**src/rtl/stack_arb_pkg.sv**
```systemverilog
// Shared types and helpers for the two-requester stack arbiter.
package stack_arb_pkg;

  localparam int unsigned DW_DEF = 4;

  typedef enum logic [1:0] {
    OP_ILL  = 2'b00,
    OP_PUSH = 2'b01,
    OP_POP  = 2'b10,
    OP_SWAP = 2'b11
  } op_e;

  typedef enum logic [1:0] {
    ST_IDLE  = 2'd0,
    ST_ISSUE = 2'd1,
    ST_RESP  = 2'd2
  } state_e;

  // An op is refused when the LIFO cannot honour it, or when it is not a real op.
  function automatic logic op_rejected(input op_e op, input logic full, input logic empty);
    case (op)
      OP_PUSH:          return full;
      OP_POP, OP_SWAP:  return empty;
      default:          return 1'b1;
    endcase
  endfunction

  function automatic logic op_pushes(input op_e op);
    return (op == OP_PUSH) || (op == OP_SWAP);
  endfunction

  function automatic logic op_pops(input op_e op);
    return (op == OP_POP) || (op == OP_SWAP);
  endfunction

endpackage

```
**src/rtl/rr_arb2.sv**
```systemverilog
// Two-way round-robin arbiter: on a tie the requester not granted last wins.
module rr_arb2 (
  input  logic       clk,
  input  logic       rst,
  input  logic [1:0] req,
  input  logic       adv,
  output logic       gnt_c
);

  logic last_q;

  always_comb begin
    gnt_c = req[1];
    if (req == 2'b11) gnt_c = ~last_q;
  end

  // Reset points at requester 1 so requester 0 takes the first tie.
  always_ff @(posedge clk or posedge rst) begin
    if (rst)      last_q <= 1'b1;
    else if (adv) last_q <= gnt_c;
  end

endmodule

```
**src/rtl/stack_arbiter.sv**
```systemverilog
// Arbitrates two requesters onto one shared 8-deep LIFO, one op per 3-cycle slot.
// Define STACK_ARB_ERRCNT_EN to add the saturating rejected-op counter err_cnt_o.
module stack_arbiter
  import stack_arb_pkg::*;
#(
  parameter int unsigned DW = DW_DEF
) (
  input  logic          clk,
  input  logic          rst,
  input  logic [1:0]    req_i,
  input  logic [1:0]    op0_i,
  input  logic [1:0]    op1_i,
  input  logic [DW-1:0] din0_i,
  input  logic [DW-1:0] din1_i,
  output logic [1:0]    ack_o,
  output logic [DW-1:0] rsp_data_o,
  output logic          rsp_err_o,
  output logic          stk_push_o,
  output logic          stk_pop_o,
  output logic [DW-1:0] stk_din_o,
  input  logic [DW-1:0] stk_dout_i,
  input  logic          stk_full_i,
  input  logic          stk_empty_i
`ifdef STACK_ARB_ERRCNT_EN
  ,
  output logic [7:0]    err_cnt_o
`endif
);

  state_e        state_q, state_d;
  op_e           op_q, op_d, op_sel;
  logic [DW-1:0] din_q, din_d, din_sel;
  logic          who_q, who_d;
  logic          rej_q, rej_d;
  logic          push_q, push_d;
  logic          pop_q, pop_d;
  logic [1:0]    ack_q, ack_d;
  logic          err_q, err_d;
  logic          rdv_q, rdv_d;
  logic          gnt_c;
  logic          adv_c;

  assign adv_c = (state_q == ST_IDLE) && (|req_i);

  rr_arb2 u_arb (
    .clk   (clk),
    .rst   (rst),
    .req   (req_i),
    .adv   (adv_c),
    .gnt_c (gnt_c)
  );

  // Flags only move on an edge that consumes a strobe, so the values seen at
  // grant are the values held throughout the following ISSUE cycle.
  always_comb begin
    state_d = state_q;
    op_d    = op_q;
    din_d   = din_q;
    who_d   = who_q;
    rej_d   = rej_q;
    push_d  = 1'b0;
    pop_d   = 1'b0;
    ack_d   = 2'b00;
    err_d   = 1'b0;
    rdv_d   = 1'b0;
    op_sel  = gnt_c ? op_e'(op1_i) : op_e'(op0_i);
    din_sel = gnt_c ? din1_i : din0_i;

    case (state_q)
      ST_IDLE: begin
        if (|req_i) begin
          state_d = ST_ISSUE;
          who_d   = gnt_c;
          op_d    = op_sel;
          din_d   = din_sel;
          rej_d   = op_rejected(op_sel, stk_full_i, stk_empty_i);
          push_d  = !rej_d && op_pushes(op_sel);
          pop_d   = !rej_d && op_pops(op_sel);
        end
      end
      ST_ISSUE: begin
        state_d = ST_RESP;
        ack_d   = who_q ? 2'b10 : 2'b01;
        err_d   = rej_q;
        rdv_d   = !rej_q && op_pops(op_q);
      end
      ST_RESP: state_d = ST_IDLE;
      default: state_d = ST_IDLE;
    endcase
  end

  always_ff @(posedge clk or posedge rst) begin
    if (rst) begin
      state_q <= ST_IDLE;
      op_q    <= OP_ILL;
      din_q   <= '0;
      who_q   <= 1'b0;
      rej_q   <= 1'b0;
      push_q  <= 1'b0;
      pop_q   <= 1'b0;
      ack_q   <= 2'b00;
      err_q   <= 1'b0;
      rdv_q   <= 1'b0;
    end else begin
      state_q <= state_d;
      op_q    <= op_d;
      din_q   <= din_d;
      who_q   <= who_d;
      rej_q   <= rej_d;
      push_q  <= push_d;
      pop_q   <= pop_d;
      ack_q   <= ack_d;
      err_q   <= err_d;
      rdv_q   <= rdv_d;
    end
  end

  assign stk_push_o = push_q;
  assign stk_pop_o  = pop_q;
  assign stk_din_o  = din_q;
  assign ack_o      = ack_q;
  assign rsp_err_o  = err_q;
  // LIFO read data lands on the edge entering RESP, so it can only be gated here.
  assign rsp_data_o = rdv_q ? stk_dout_i : '0;

`ifdef STACK_ARB_ERRCNT_EN
  logic [7:0] err_cnt_q;

  always_ff @(posedge clk or posedge rst) begin
    if (rst)                              err_cnt_q <= 8'd0;
    else if (err_d && err_cnt_q != 8'hFF) err_cnt_q <= err_cnt_q + 8'd1;
  end

  assign err_cnt_o = err_cnt_q;
`endif

endmodule
```
**config.mk**
```make
export PLATFORM = sky130hd
export DESIGN_NAME = stack_arbiter
export DESIGN_NICKNAME = d
export VERILOG_FILES = /design/src/rtl/stack_arb_pkg.sv /design/src/rtl/rr_arb2.sv /design/src/rtl/stack_arbiter.sv
export SDC_FILE = /design/constraint.sdc
export NUM_CORES = 1
export LEC_CHECK = 0
export ABC_AREA = 1
export ABC_CLOCK_PERIOD_IN_PS = 1100
export CAP_MARGIN = 20
export CORE_MARGIN = 8
export CORE_UTILIZATION = 35
export CTS_CLUSTER_DIAMETER = 200
export DETAILED_ROUTE_END_ITERATION = 7
export PLACE_DENSITY = 0.73
export SETUP_SLACK_MARGIN = 0.05
export SYNTH_ARGS = -nofsm -noshare
export SYNTH_HDL_FRONTEND = slang
export SYNTH_SLANG_ARGS = --single-unit
```
**constraint.sdc**
```tcl
create_clock -name clk -period 1.1 [get_ports clk]
set_input_delay 0.165 -clock clk [delete_from_list [all_inputs] [get_ports clk]]
set_output_delay 0.165 -clock clk [all_outputs]
set_load 0.05 [all_outputs]
```
==> results of run 1 <==
flip-flops by register name (all words and copies together), names as in the netlist:
name          count
who_q             1
rej_q             1
ack_o             2
rdv_q             1
u_arb.last_q      1
stk_push_o        1
stk_din_o         4
op_q              1
stk_pop_o         1
state_q           2
rsp_err_o         1
per-stage QoR:
step / instance area, sq um / hold slack [ps] / cells
finish: 1370 / 182 / 160
global route: 1370 / 173 / 160
CTS: 1350 / 171 / 158
detailed placement: 1290 / 439 / 154
global placement: 1290 / 409 / 154
floorplan: 754 / 78.0 / 88
layout make-up:
| cell class | count | area, sq um | area share, % |
|---|---|---|---|
| timing repair buffer | 42 | 531 | 38.7 |
| multi-input combinational | 54 | 303 | 22.1 |
| clock buffer | 4 | 36.3 | 2.65 |
| inverter | 17 | 66.3 | 4.84 |
| sequential | 16 | 402 | 29.3 |
| tap | 27 | 33.8 | 2.46 |
kinds of logic after synthesis:
group | after synthesis | synth area share [%]
AO/OA/AOI/OAI | 11 | 8.01
buffers and inverters | 18 | 10.2
AND/OR/NAND/NOR | 43 | 27.1
flip-flops | 16 | 54.7
power by group:
| part | internal (uW) | switching [uW] | leakage (uW) |
|---|---|---|---|
| logic | 905 | 1050 | 0.000465 |
| registers | 844 | 219 | 0.000200 |
| clock network | 202 | 193 | 0.0000210 |
per-layer routing:
layer  share of wire, %  global-route usage [%]  vias up  routed length [um]
met1                 41                    12.4      329                 822
met5                  0                       0        -                   0
li1                   -                       -      356                   -
met3                5.1                    1.85        4                 102
met2                 51                    21.1       22                1030
met4                2.9                    8.77        0                  59
placed cells by master (no fill, tap or decap), drive strengths merged, types with 4 or more instances in the layout:
cell type       n
buf            21
clkbuf          4
clkdlybuf4s50  21
dfrtp          15
inv            17
nand2          25
nand3           4
nor2           13
o21ai          10
worst paths after layout:
| path | start | slack (ps) | to |
|---|---|---|---|
| worst min register to register | who_q | 460 | ack_o[0] |
| max in group asynchronous | rst | 700 | stk_push_o |
| worst max register to register | u_arb.last_q | -60 | rej_q |
| min in group clk | who_q | 460 | ack_o[0] |
| worst min-delay path | rst | 180 | u_arb.last_q |
| worst max-delay path | u_arb.last_q | -60 | rej_q |
timing repair:
action                                  4_1_cts  5_1_grt
endpoints found under the setup margin       17       20
pin swaps                                     4        5
setup buffers                                 0        2
gates cloned                                  0        0
gates resized for setup                       9        2
==> impl_metrics.py, run 1 <==
metrics = {
    "run_status": {
        "outcome": "complete, but fails checks",
        "failed_checks": "negative setup slack",
    },
    "drt": {
        "route.detailed.wl_per_inst_um": 12.6,
        "drc_violations_left": 0,
        "first_pass_iters": 4,
        "detail_route.wirelength_mm": 2.01,
        "route.detailed.vias_per_inst": 4.44,
        "via_count": 711,
        "ant_nets": 0,
        "drt_iter0_drc": 9,
    },
    "sta": {
        "least_margin_pin_slew_ps": 200,
        "final_hold_violation_count": 0,
        "layout_setup_ws_ps": -61.9,
        "setup_viol": 9,
        "period_minus_slack_ps": 1160,
        "slew_headroom_pct": 86.7,
        "layout_worst_path_cycle_share_pct": 106,
        "rsz0062_at_grt": "yes",
        "setup-tns-final_ps": -269,
        "timing.fmax_mhz": 861,
        "finalClockSkew_ps": 12.4,
        "report.final.slew_viol_count": 0,
    },
    "global_routing": {
        "pin_count_of_the_biggest_net_entering_global_routing": 16,
        "first_global_vias": 748,
        "globalRouteOverflowTotal": 0,
        "grt.total_usage_pct": 11.9,
        "antenna_violations_before_repair": 0,
        "grt_pass1_wl_mm": 3.29,
    },
    "finish": {
        "drive_gt1_share_pct": 34.6,
        "area_growth_syn_to_fin_pct": 86.7,
        "utilization_pct": 69.9,
        "nets": 156,
        "n_antenna_cell": 0,
        "fillers": 165,
    },
    "setup_path": {
        "critical_path_buf_inv_count": 0,
        "highest_delay_cell_along_the_critical_path": "sky130_fd_sc_hd__dfstp_2",
        "cp_top_family": "flip-flops",
        "crit_cells": 7,
        "worst-path-max-fanout": 5,
        "cell_breakdown_of_the_critical_path": "nand2_4 > nand2_4 > nand2_2 > nand2_2 > nand3_1 > nand2_1 > nor2_1",
        "reg2reg_depth": 7,
        "crit_arrival_ps": 1340,
        "worstSetupEndpointType": "register",
        "critPathKind": "register to register",
        "worst_ep_required_time_ps": 1280,
        "worst_setup_path_start_kind": "register",
        "critical-path-max-stage-delay_ps": 570,
    },
    "synth": {
        "yosys-top-cells-area": "sky130_fd_sc_hd__dfrtp_1 51%, sky130_fd_sc_hd__nand2_1 10%, sky130_fd_sc_hd__inv_1 7.2%",
        "synth.cells.most_frequent": "20 x sky130_fd_sc_hd__nand2_1, 15 x sky130_fd_sc_hd__dfrtp_1, 14 x sky130_fd_sc_hd__inv_1",
        "average_instance_area_after_synthesis_sq_um": 8.35,
        "ys_ff_latch": 16,
        "synth-edff-count": 0,
        "post-synth-top-area-cell": "sky130_fd_sc_hd__dfrtp_1",
        "async_reset_ff_share_pct": 100,
        "synth.net_count": 110,
        "syn_inst": 88,
        "synth_most_common_cell": "sky130_fd_sc_hd__nand2_1",
        "part_of_the_yosys_area_used_for_sequential_elements_pct": 54.7,
        "synth_top_flop_cell": "sky130_fd_sc_hd__dfrtp_1",
        "post_synth_num_cell_types": 14,
        "yosysWarnings": 0,
        "syn_area_sq_um": 734,
        "yosysTopAreaCellShare_pct": 51.1,
    },
    "place": {
        "hpwl_mm": 1.72,
        "numPortBuffers": 34,
        "final_replace_weighted_congestion": 0.780,
        "dpl_worst_slack_ps": -290,
    },
    "cts": {
        "ctsRootBufferMaster": "sky130_fd_sc_hd__clkbuf_4",
        "hold_fix_buffers_at_cts": 0,
        "htreeDepth": 1,
        "inserted_clock_buffers": 3,
        "max_clock_buf_depth": 2,
        "clkSlewWorstSetupHoldPaths_ps": 100,
        "cts.sinks": 16,
        "cts_tree": "done",
        "insertion_delay_ps": 290,
    },
    "floorplanning": {
        "fp.dieW_um": 61.8,
        "top_level_ports": 35,
        "core-area_sq_mm": 0.00196,
        "std_cell_rows": 16,
        "floorplan.initialDensity_pct": 37.4,
        "die-height_um": 61.8,
        "die_area_sq_mm": 0.00382,
    },
    "worst_hold_path": {
        "min_path_type": "input pin to asynchronous set/reset pin",
    },
    "power": {
        "power.total_uw": 3410,
        "maximum_vdd_drop_mv": 1.65,
        "p_per_area_mw_per_mm2": 2490,
        "pleak_uw": 0.000687,
    },
    "flow_run": {
        "drv.max_cap_violation_count": 0,
    },
}
(Power assumes the default switching activity.)
==> run 2, diff against run 1 <==
--- a/config.mk
+++ b/config.mk
@@ -8,7 +8,7 @@
 export ABC_AREA = 1
 export ABC_CLOCK_PERIOD_IN_PS = 1100
 export CAP_MARGIN = 20
-export CORE_MARGIN = 8
+export CORE_ASPECT_RATIO = 1.25
 export CORE_UTILIZATION = 35
 export CTS_CLUSTER_DIAMETER = 200
 export DETAILED_ROUTE_END_ITERATION = 7
==> run 2 against run 1 <==
Net effect: first-iteration DRC count increased by 22%; critical path type unchanged; final area rose by 0.27%; wire length is 16% lower; the run still ends with negative setup slack left.
==> impl_metrics.py, run 2 (synthesis gave the netlist of run 1 again) <==
metrics = {
    "floorplanning": {
        "core-area_sq_mm": 0.00198,
        "fp.dieW_um": 43.0,
        "floorplan.initialDensity_pct": 37.1,
        "std_cell_rows": 18,
        "die-height_um": 53.2,
        "top_level_ports": 35,
        "die_area_sq_mm": 0.00229,
    },
    "drt": {
        "detail_route.wirelength_mm": 1.70,
        "drt_iter0_drc": 11,
        "via_count": 701,
        "drc_violations_left": 0,
        "route.detailed.vias_per_inst": 4.58,
        "ant_nets": 0,
        "first_pass_iters": 4,
        "route.detailed.wl_per_inst_um": 11.1,
    },
    "sta": {
        "setup_viol": 8,
        "timing.fmax_mhz": 855,
        "rsz0062_at_grt": "yes",
        "report.final.slew_viol_count": 0,
        "slew_headroom_pct": 84.9,
        "finalClockSkew_ps": 4.43,
        "layout_worst_path_cycle_share_pct": 106,
        "least_margin_pin_slew_ps": 225,
        "setup-tns-final_ps": -227,
        "final_hold_violation_count": 0,
        "period_minus_slack_ps": 1170,
        "layout_setup_ws_ps": -69.3,
    },
    "setup_path": {
        "crit_arrival_ps": 1340,
        "worst-path-max-fanout": 5,
        "worst_ep_required_time_ps": 1270,
        "worstSetupEndpointType": "register",
        "reg2reg_depth": 7,
        "r2r_setup_slack_ps": -70,
        "worst_setup_path_start_kind": "register",
        "critPathKind": "register to register",
    },
    "finish": {
        "max_reg_flops": 4,
        "layout.cells.non_filler": 153,
        "n_antenna_cell": 0,
        "fillers": 151,
        "nets": 156,
        "drive_gt1_share_pct": 36.8,
        "fin_area_sq_mm": 0.00138,
        "leading_cell_type_in_the_layout_fill_and_taps_excluded": "sky130_fd_sc_hd__clkdlybuf4s50_1",
        "final_cell_mix": "21 x sky130_fd_sc_hd__clkdlybuf4s50_1, 15 x sky130_fd_sc_hd__dfrtp_1, 14 x sky130_fd_sc_hd__nand2_1",
        "area_growth_syn_to_fin_pct": 87.2,
    },
    "run_status": {
        "outcome": "complete, but fails checks",
        "failed_checks": "negative setup slack",
    },
    "global_routing": {
        "antenna_violations_before_repair": 0,
        "grt.total_usage_pct": 17.5,
        "first_global_vias": 737,
        "grt_pass1_wl_mm": 2.90,
        "pin_count_of_the_biggest_net_entering_global_routing": 17,
        "globalRouteOverflowTotal": 0,
    },
    "worst_hold_path": {
        "min_path_type": "input pin to asynchronous set/reset pin",
    },
    "cts": {
        "inserted_clock_buffers": 3,
        "ctsRootBufferMaster": "sky130_fd_sc_hd__clkbuf_4",
        "clkSlewWorstSetupHoldPaths_ps": 90,
        "htreeDepth": 1,
        "insertion_delay_ps": 270,
        "cts.sinks": 16,
        "cts_tree": "done",
        "max_clock_buf_depth": 2,
        "hold_fix_buffers_at_cts": 0,
    },
    "power": {
        "maximum_vdd_drop_mv": 1.56,
        "p_per_area_mw_per_mm2": 2420,
        "power.total_uw": 3320,
        "pleak_uw": 0.000685,
    },
    "place": {
        "final_replace_weighted_congestion": 0.755,
        "hpwl_mm": 1.42,
        "place_inst": 146,
        "place_area_sq_mm": 0.00128,
        "numPortBuffers": 34,
    },
    "flow_run": {
        "drv.max_cap_violation_count": 0,
    },
}
-- run 2: cell count changes in the layout (fill, tap and decap cells not counted) --
cell                       change
sky130_fd_sc_hd__clkbuf_1      +1
sky130_fd_sc_hd__clkbuf_8      -1
sky130_fd_sc_hd__inv_2         -1
sky130_fd_sc_hd__inv_4         +1
sky130_fd_sc_hd__nand2_1       -2
sky130_fd_sc_hd__nand2_2       +1
sky130_fd_sc_hd__nand2_8       +1
sky130_fd_sc_hd__nand3_1       -1
sky130_fd_sc_hd__nand3_2       +2
sky130_fd_sc_hd__nand3_4       -1
sky130_fd_sc_hd__o21ai_1       -1
sky130_fd_sc_hd__o21ai_2       +1
-- run 2: repair_timing --
action / 4_1_cts / 5_1_grt
buffers inserted: 0 / 3
setup endpoints to repair: 13 / 18
resized for setup: 8 / 9
pin swaps: 4 / 8
-- run 2: final timing paths --
check / start / endpoint
max in group asynchronous: rst / u_arb.last_q
min in group clk: who_q / ack_o[0]
setup / recovery: u_arb.last_q / rej_q
setup reg to reg: u_arb.last_q / rej_q
hold / removal: rst / stk_din_o[3]
hold reg to reg: who_q / ack_o[0]
-- run 2: area by class of cell --
cell class / count / area (sq um) / area share [%]
inverters: 17 / 68.8 / 5.00
well taps: 20 / 25.0 / 1.82
multi-input cells: 54 / 323 / 23.5
clock buffers: 4 / 26.3 / 1.91
flip-flops and latches: 16 / 402 / 29.2
repair buffers: 42 / 531 / 38.6
-- run 2: report_power, final --
part	leakage (uW)	internal, uW	switching [uW]
Combinational	0.000469	916	1040
Clock	0.0000150	140	167
Sequential	0.000200	844	216
Total	0.000685	1900	1420
-- run 2: stage by stage --
step / hold WS [ps] / setup WS, ps / util, %
2_1_floorplan: 78.0 / 16.7 / -
3_3_place_gp: 411 / -226 / 64.4
3_5_place_dp: 424 / -313 / 64.4
4_1_cts: 187 / -60.7 / 66.4
5_1_grt: 214 / -129 / 69.4
6_report: 188 / -69.3 / 69.4
-- run 2: critical path, stage by stage (launching register included) --
cell and delay [ps]:
sky130_fd_sc_hd__dfstp_2 570, sky130_fd_sc_hd__nand2_4 80, sky130_fd_sc_hd__nand2_8 100, sky130_fd_sc_hd__nand2_2 50
sky130_fd_sc_hd__nand2_1 60, sky130_fd_sc_hd__nand3_2 90, sky130_fd_sc_hd__nand2_2 80, sky130_fd_sc_hd__nor2_1 40
-- run 2: routing by layer --
metal / vias up / share of wire [%] / global-route usage, %
li1: 358 / - / -
met2: 21 / 58 / 35.4
met5: - / 0 / 0
met4: 0 / 1.8 / 10.6
met3: 2 / 3.1 / 1.02
met1: 320 / 37 / 17.0
